**config.mk**
```make
export PLATFORM = sky130hd
export DESIGN_NAME = regfile_sb
export DESIGN_NICKNAME = d
export VERILOG_FILES = /design/src/rtl/regfile_sb.sv
export SDC_FILE = /design/constraint.sdc
export NUM_CORES = 1
export LEC_CHECK = 0
export BUFFER_PORTS_ARGS = -buffer_cell sky130_fd_sc_hd__buf_2
export CAP_MARGIN = 20
export CORE_MARGIN = 4
export CORE_UTILIZATION = 60
export CTS_BUF_LIST = sky130_fd_sc_hd__clkbuf_4 sky130_fd_sc_hd__clkbuf_8
export DETAILED_ROUTE_END_ITERATION = 10
export PLACE_DENSITY_LB_ADDON = 0.2
export SLEW_MARGIN = 15
export SYNTH_ARGS = -nofsm -noshare
export SYNTH_HDL_FRONTEND = slang
export SYNTH_SLANG_ARGS = --single-unit
```
**constraint.sdc**
```tcl
create_clock -name clk -period 4.65 [get_ports clk]
set_clock_uncertainty 0.2 [all_clocks]
set_input_delay 0.93 -clock clk [delete_from_list [all_inputs] [get_ports clk]]
set_output_delay 0.93 -clock clk [all_outputs]
set_load 0.02 [all_outputs]
```
**src/rtl/regfile_sb.sv**
```systemverilog
// Multi-port integer register file with write-to-read bypass, pending-write
// scoreboard and a sequenced clear sweep that runs after every reset.
module regfile_sb #(
    parameter int XLEN   = 32,
    parameter int NREGS  = 32,
    parameter int NREAD  = 2,
    parameter int BYPASS = 1,
    localparam int AW    = $clog2(NREGS)
) (
    input  logic                  clk,
    input  logic                  rst,
    input  logic [NREAD*AW-1:0]   ra,
    output logic [NREAD*XLEN-1:0] rd,
    output logic [NREAD-1:0]      rs_busy,
    input  logic                  we,
    input  logic [AW-1:0]         wa,
    input  logic [XLEN-1:0]       wd,
    input  logic                  alloc_valid,
    input  logic [AW-1:0]         alloc_addr,
    output logic                  ready
);

    typedef enum logic {CLEAR, RUN} state_t;

    state_t          state;
    logic [AW-1:0]   cnt;
    logic [NREGS-1:0] busy;
    logic [XLEN-1:0] regs [NREGS];

    logic run;
    logic wr_en;
    logic al_en;

    assign run   = (state == RUN);
    assign wr_en = run && we && (wa != '0);
    assign al_en = run && alloc_valid && (alloc_addr != '0);

    // Control: sweep sequencing, ready flag and busy scoreboard.
    always_ff @(posedge clk) begin
        if (rst) begin
            state <= CLEAR;
            cnt   <= '0;
            busy  <= '0;
            ready <= 1'b0;
        end else begin
            case (state)
                CLEAR: begin
                    cnt <= cnt + 1'b1;
                    if (cnt == AW'(NREGS - 1)) begin
                        state <= RUN;
                        ready <= 1'b1;
                    end
                end
                RUN: begin
                    // Alloc is applied last so a same-cycle alloc wins over the release.
                    if (wr_en) busy[wa] <= 1'b0;
                    if (al_en) busy[alloc_addr] <= 1'b1;
                end
                default: state <= CLEAR;
            endcase
        end
    end

    // Storage: zeroed one entry per cycle during the sweep, written only in RUN.
    always_ff @(posedge clk) begin
        if (!rst) begin
            if (state == CLEAR) begin
                regs[cnt] <= '0;
            end else if (wr_en) begin
                regs[wa] <= wd;
            end
        end
    end

    // Register 0 and the whole CLEAR phase read as zero and never busy.
    always_comb begin
        rd      = '0;
        rs_busy = '0;
        for (int i = 0; i < NREAD; i++) begin
            if (run && (ra[i*AW +: AW] != '0)) begin
                if ((BYPASS != 0) && we && (wa == ra[i*AW +: AW])) begin
                    rd[i*XLEN +: XLEN] = wd;
                end else begin
                    rd[i*XLEN +: XLEN] = regs[ra[i*AW +: AW]];
                end
                rs_busy[i] = busy[ra[i*AW +: AW]];
            end
        end
    end

endmodule

```
==> run metrics, run 1 <==
Synth area leaders edfxtp_1, mux4_2, mux2i_1; Die Ht 299 um; Post-CTS Setup Inserts 0; synth warn 0; crit path to rd[57]; type of origin of the critical path primary input; final hold slack 264 ps; GP Congestion 0.893; switching pwr roughly 0.0047 W; fillers 5472; maxcap violations 0; vias in the first global route between 30000 and 40000; total power draw roughly 0.020 W; Fin. Hold Viols 0; Switching Share 23.5%; Mapped Area 50800 um^2; CTS Hold Bufs 0; DR iter-0 viols 5220; vias after detailed routing 33489; Critical Path RT 3520 ps; Final setup viols 0; share of layout cells above drive strength 1 29.8%; Synth Flop Type edfxtp_1; Syn Area/Cell 16.9 um^2; # clock sinks 1063; Fmax 0.222 GHz; worst skew pair latency 830 ps; critical path class in2out; DRC 0; ports placed on the boundary between 100 and 150; register-to-register setup slack 970 ps; post_cts resized 0; Die X 299 um; Row Count about 110; worst endpoint data arrival time 3380 ps; Initial Utilization 60.6%; R2R Path End regs[23][14]$_DFFE_PP_; Synth cell types 55; # port buffers 122; antenna viol nets, final 0; Final WS setup 138 ps; initial antenna violation count 4; FF-to-FF Start run$_SDFF_PP0_; pre-CTS setup slack -38.2 ps; Final Core Density 68.5%; crit path from ra[6]; Crit Path Max Fanout 52; RSZ-0062 raised after global routing no; Max Slew Vio Count 0; Post-Synthesis Cells between 3000 and 4000; Power Density 346 nW/um^2; post-synth top area cell edfxtp_1; maximum vdd drop 263 uV; Clock Power Share 39.9%; Fin Setup TNS 0 ps; Vias/cell 7.41; Mapped Nets a little over 3000; clock-pin slew of the registers on the worst-case setup and hold paths 60 ps; Yosys top cell area share 60.5%; area grow syn2layout 13.0%; Post-DP HPWL 90.1 mm; worst r2r path cells 6; CTS H-Tree Depth 4; Initial DRT Pass Iterations 6; Reg power frac 52.4%; core box area 83800 um^2; Worst Max-Slew Pin Slew 1370 ps; register area share after synthesis about 62%; count leader, synth edfxtp_1; fin crit share 97.0%; leak pwr 20.3 nW; Comb pwr share 7.7%; Post-synth top cells edfxtp_1, mux4_2, mux2i_1; CTS Buf Count 169; GRT Overall Usage 34.8%; status completed; GRT Residual Overflow 0; detailed-route wire length 157 mm; Root Buffer clkbuf_8; CTS tree done; P_int 0.0152 W; CP Capture Type primary output; wire length per cell 34.7 um; global-route wire length before repair 226 mm; CTS Buffer Depth 3; number of synthesized register bits 1063; worst hold-check path type in2reg; Async SR Flop Fraction 0%; Post-synth EDFFs 1024; Nets 3307; maximum number of pins on one net before global-route repair 80; full die area 89400 um^2; relative slew slack 8.38%; crit path time final 4510 ps
flip-flops by register name, summed over array words and instances, names as in the netlist:
signal,cells
busy,32
cnt,5
regs,1024
ready,1
run,1
critical path: stages:
cell,delay [ps]
buf_8,130
buf_4,270
buf_12,370
mux4_2,300
nor2_1,50
o311ai_0,810
a221o_1,310
buf_2,180
final cells by class:
class | count | area, um^2 | share of cell area (%)
tap | 1134 | 1420 | 2.47
clock inverter | 79 | 573 | 0.998
clock buffer | 224 | 2750 | 4.79
sequential | 1063 | 31500 | 54.9
timing repair buffer | 320 | 2840 | 4.95
multi-input combinational | 1685 | 18300 | 31.8
inverter | 10 | 37.5 | 0.0654
antenna | 2 | 5.00 | 0.00872
through the flow:
stage                     cell area (um^2)  instances
after CTS                            57400       4512
final                                57400       4517
after detailed placement             54000       4208
after floorplan                      50800       3006
after global placement               54000       4207
after global routing                 57400       4517
cells in the final DEF (no fill, tap or decap), drive strengths merged, types with 2 or more instances in the layout:
cell type  count
a31oi          4
nor3b          7
or2            4
o21ai         97
and2          36
o221ai         8
o311ai        30
o22ai          5
nand2b         7
bufinv         5
and3           5
clkinv        65
nor3           9
diode          2
a221o         62
a22oi         96
a21oi        101
nand3         43
buf          320
mux4         363
nor2         120
o41ai          4
clkinvlp       2
inv           17
o21bai        31
or4            2
nor2b         40
edfxtp      1024
mux2i        338
nand2         88
clkbuf       224
xnor2          7
a221oi       157
ha             2
dfxtp         39
xor2           5
nand4          5
cells by family after synthesis:
kind of cell    count (synthesis)  share of synthesized area (%)
buf+inv                       260                           2.74
fa+ha+maj                       2                         0.0492
mux                           702                           22.8
compound gates                601                           8.79
simple gates                  366                           3.42
flops                        1063                           62.0
xor+xnor                       12                          0.207
repair_timing:
item / CTS / global route
pin swaps: 1 / 0
setup endpoints to repair: 1 / 4
cloned: 1 / 1
how the worst min path moves through the flow:
stage                    startpoint               endpoint  cells after the start
2_1_floorplan  busy[0]$_SDFFE_PP0P_   busy[0]$_SDFFE_PP0P_                      1
3_3_place_gp     ready$_SDFFE_PP0P_     ready$_SDFFE_PP0P_                      2
3_5_place_dp     ready$_SDFFE_PP0P_     ready$_SDFFE_PP0P_                      2
4_1_cts                      wd[14]  regs[7][14]$_DFFE_PP_                      2
5_1_grt                      wd[14]  regs[7][14]$_DFFE_PP_                      2
6_report                     wd[14]  regs[7][14]$_DFFE_PP_                      2
power groups by stage:
stage / registers, W / logic (W) / clock network, W
after floorplan: 0.0106 / 0.000989 / 0
after global placement: 0.0106 / 0.00147 / 0
after detailed placement: 0.0106 / 0.00150 / 0
after CTS: 0.0104 / 0.00151 / 0.00799
after global routing: 0.0104 / 0.00160 / 0.00850
final: 0.0104 / 0.00153 / 0.00793
layer usage:
metal	wire length, um	vias up	GRT usage, %
met4	8860	8	18.0
li1	-	13249	-
met3	20300	531	9.10
met2	73000	2680	53.7
met5	54	-	0
met1	54600	17021	46.4
No activity file was read; power rests on OpenSTA's default activity.
==> run 2, diff against run 1 <==
SKIP_CTS_REPAIR_TIMING = 1   (was default)
clock period = 4.2 ns   (was 4.65 ns; I/O delays follow)
==> run metrics, run 2 (synthesized netlist as in run 1, its figures left out) <==
GP Congestion 0.899; Final WS setup 47.3 ps; GRT Residual Overflow 0; Crit path largest cell delay 360 ps; FF-to-FF Start run$_SDFF_PP0_; # port buffers 122; max reg flops around 1000; Post-DP HPWL 92.0 mm; antenna viol nets, final 0; wire length per cell 33.9 um; CTS Buffer Depth 3; GRT Overall Usage 34.2%; met1 usage about 46%; Seq. cell area around 32000 um^2; Final setup viols 0; Die X 299 um; worst hold-check path type in2reg; relative slew slack about a quarter; CP Capture Type primary output; most common cell after layout, fill and taps aside edfxtp_1; crit path to rd[32]; worst r2r path cells 5; clock-pin slew of the registers on the worst-case setup and hold paths 60 ps; full die area 89400 um^2; R2R Path End regs[0][17]$_DFFE_PP_; leak pwr 20.5 nW; Worst Max-Slew Pin Slew 1100 ps; status completed; Final Core Density about 69%; commonest cells after routing, fill and taps aside edfxtp_1, mux4_2, mux2i_1; total power draw 0.0220 W; Fin. Hold Viols 0; fillers ~5400; fin crit share 98.9%; crit path cell chain buf_8 > buf_12 > buf_12 > buf_4 > mux4_2 > nand3_1 > o311ai_0 > a221o_1 > buf_2; ports placed on the boundary 123; Fin Setup TNS 0 ps; Row Count 106; met2 GRT Util 53.3%; worst skew pair latency 800 ps; register-to-register setup slack 720 ps; Fmax 0.241 GHz; core box area 83800 um^2; Initial Utilization about 61%; vias after detailed routing 33690; area of the multi-input gates 18300 um^2; Power Density between 300 and 400 nW/um^2; DR iter-0 viols around 4900; crit path time final 4150 ps; share of layout cells above drive strength 1 between 30% and 40%; Critical Path RT ~3200 ps; CTS tree done; busiest grt layer met2; crit path from ra[6]; maxcap violations 0; type of origin of the critical path primary input; pre-CTS setup slack -31.0 ps; maximum vdd drop around 330 uV; area grow syn2layout 14.3%; Root Buffer clkbuf_8; # clock sinks 1063; Top reg by flops regs; global-route wire length before repair 223 mm; CTS H-Tree Depth 4; Die Ht 299 um; Nets between 3000 and 4000; CP most frequent cell buf_12; critical path class in2out; final hold slack 207 ps; DRC 0; Vias/cell around 7.4; M3 GR Usage ~8.2%; worst endpoint data arrival time 3110 ps; maximum number of pins on one net before global-route repair 62; Max Slew Vio Count 0; vias in the first global route 34161; initial antenna violation count 5; slowest stage cell, crit path a221o_1; Crit Path Max Fanout 35; CTS Buf Count ~170; Initial DRT Pass Iterations 6; largest registers regs: 1024 flops, busy: 32 flops, cnt: 5 flops; detailed-route wire length 155 mm
==> run 2: cell count changes in the layout (fill, tap and decap cells not counted), moves of 2 or more <==
cell and change:
buf_12 +27, clkinvlp_4 +2, diode_2 +3, clkbuf_8 +8
inv_6 -3, buf_4 +17, bufinv_16 +2, clkinv_1 +15
clkinv_2 -2, buf_8 -3, clkinv_8 -4, inv_8 -3
clkbuf_4 -13
==> run 2: worst min-delay path by stage <==
stage                       endpoint  depth (start not counted)             startpoint
2_1_floorplan   busy[0]$_SDFFE_PP0P_                          1   busy[0]$_SDFFE_PP0P_
3_3_place_gp   busy[29]$_SDFFE_PP0P_                          2  busy[29]$_SDFFE_PP0P_
3_5_place_dp    busy[3]$_SDFFE_PP0P_                          2   busy[3]$_SDFFE_PP0P_
4_1_cts        busy[12]$_SDFFE_PP0P_                          3          alloc_addr[2]
5_1_grt        busy[12]$_SDFFE_PP0P_                          3          alloc_addr[2]
6_report       busy[12]$_SDFFE_PP0P_                          3          alloc_addr[2]
==> run 2: per-layer routing <==
layer,vias up,share of wire [%]
met5,-,0.017
li1,13320,-
met1,17081,35
met4,4,4.9
met3,525,13
met2,2760,47
==> run 2: stage by stage <==
| step | area [um^2] | cells |
|---|---|---|
| after detailed placement | 54700 | 4248 |
| after global placement | 54700 | 4248 |
| after floorplan | 50800 | 3006 |
| after global routing | 58100 | 4559 |
| after CTS | 58000 | 4552 |
| final | 58100 | 4563 |
==> run 2: worst max-delay path, delay by kind of cell <==
kind	cells	cell delay, ps
AND/OR/NAND/NOR	1	110
AO/OA/AOI/OAI	2	610
multiplexers	1	340
buffers and inverters	5	1120
==> run 2: final cells by class <==
cell class	instances	share of cell area (%)
Timing Repair Buffer	362	5.99
Multi-Input combinational cell	1685	31.5
Tap cell	1134	2.44
Clock inverter	85	0.952
Inverter	10	0.0646
Sequential cell	1063	54.3
Antenna cell	5	0.0215
Clock buffer	219	4.76
==> run 2: power by group <==
group	leakage [nW]	internal (W)	total [W]	switching (W)
registers	10.7	0.0115	0.0116	0.0000312
logic	8.11	0.000736	0.00172	0.000988
clock network	1.74	0.00471	0.00877	0.00406
total	20.5	0.0170	0.0220	0.00508
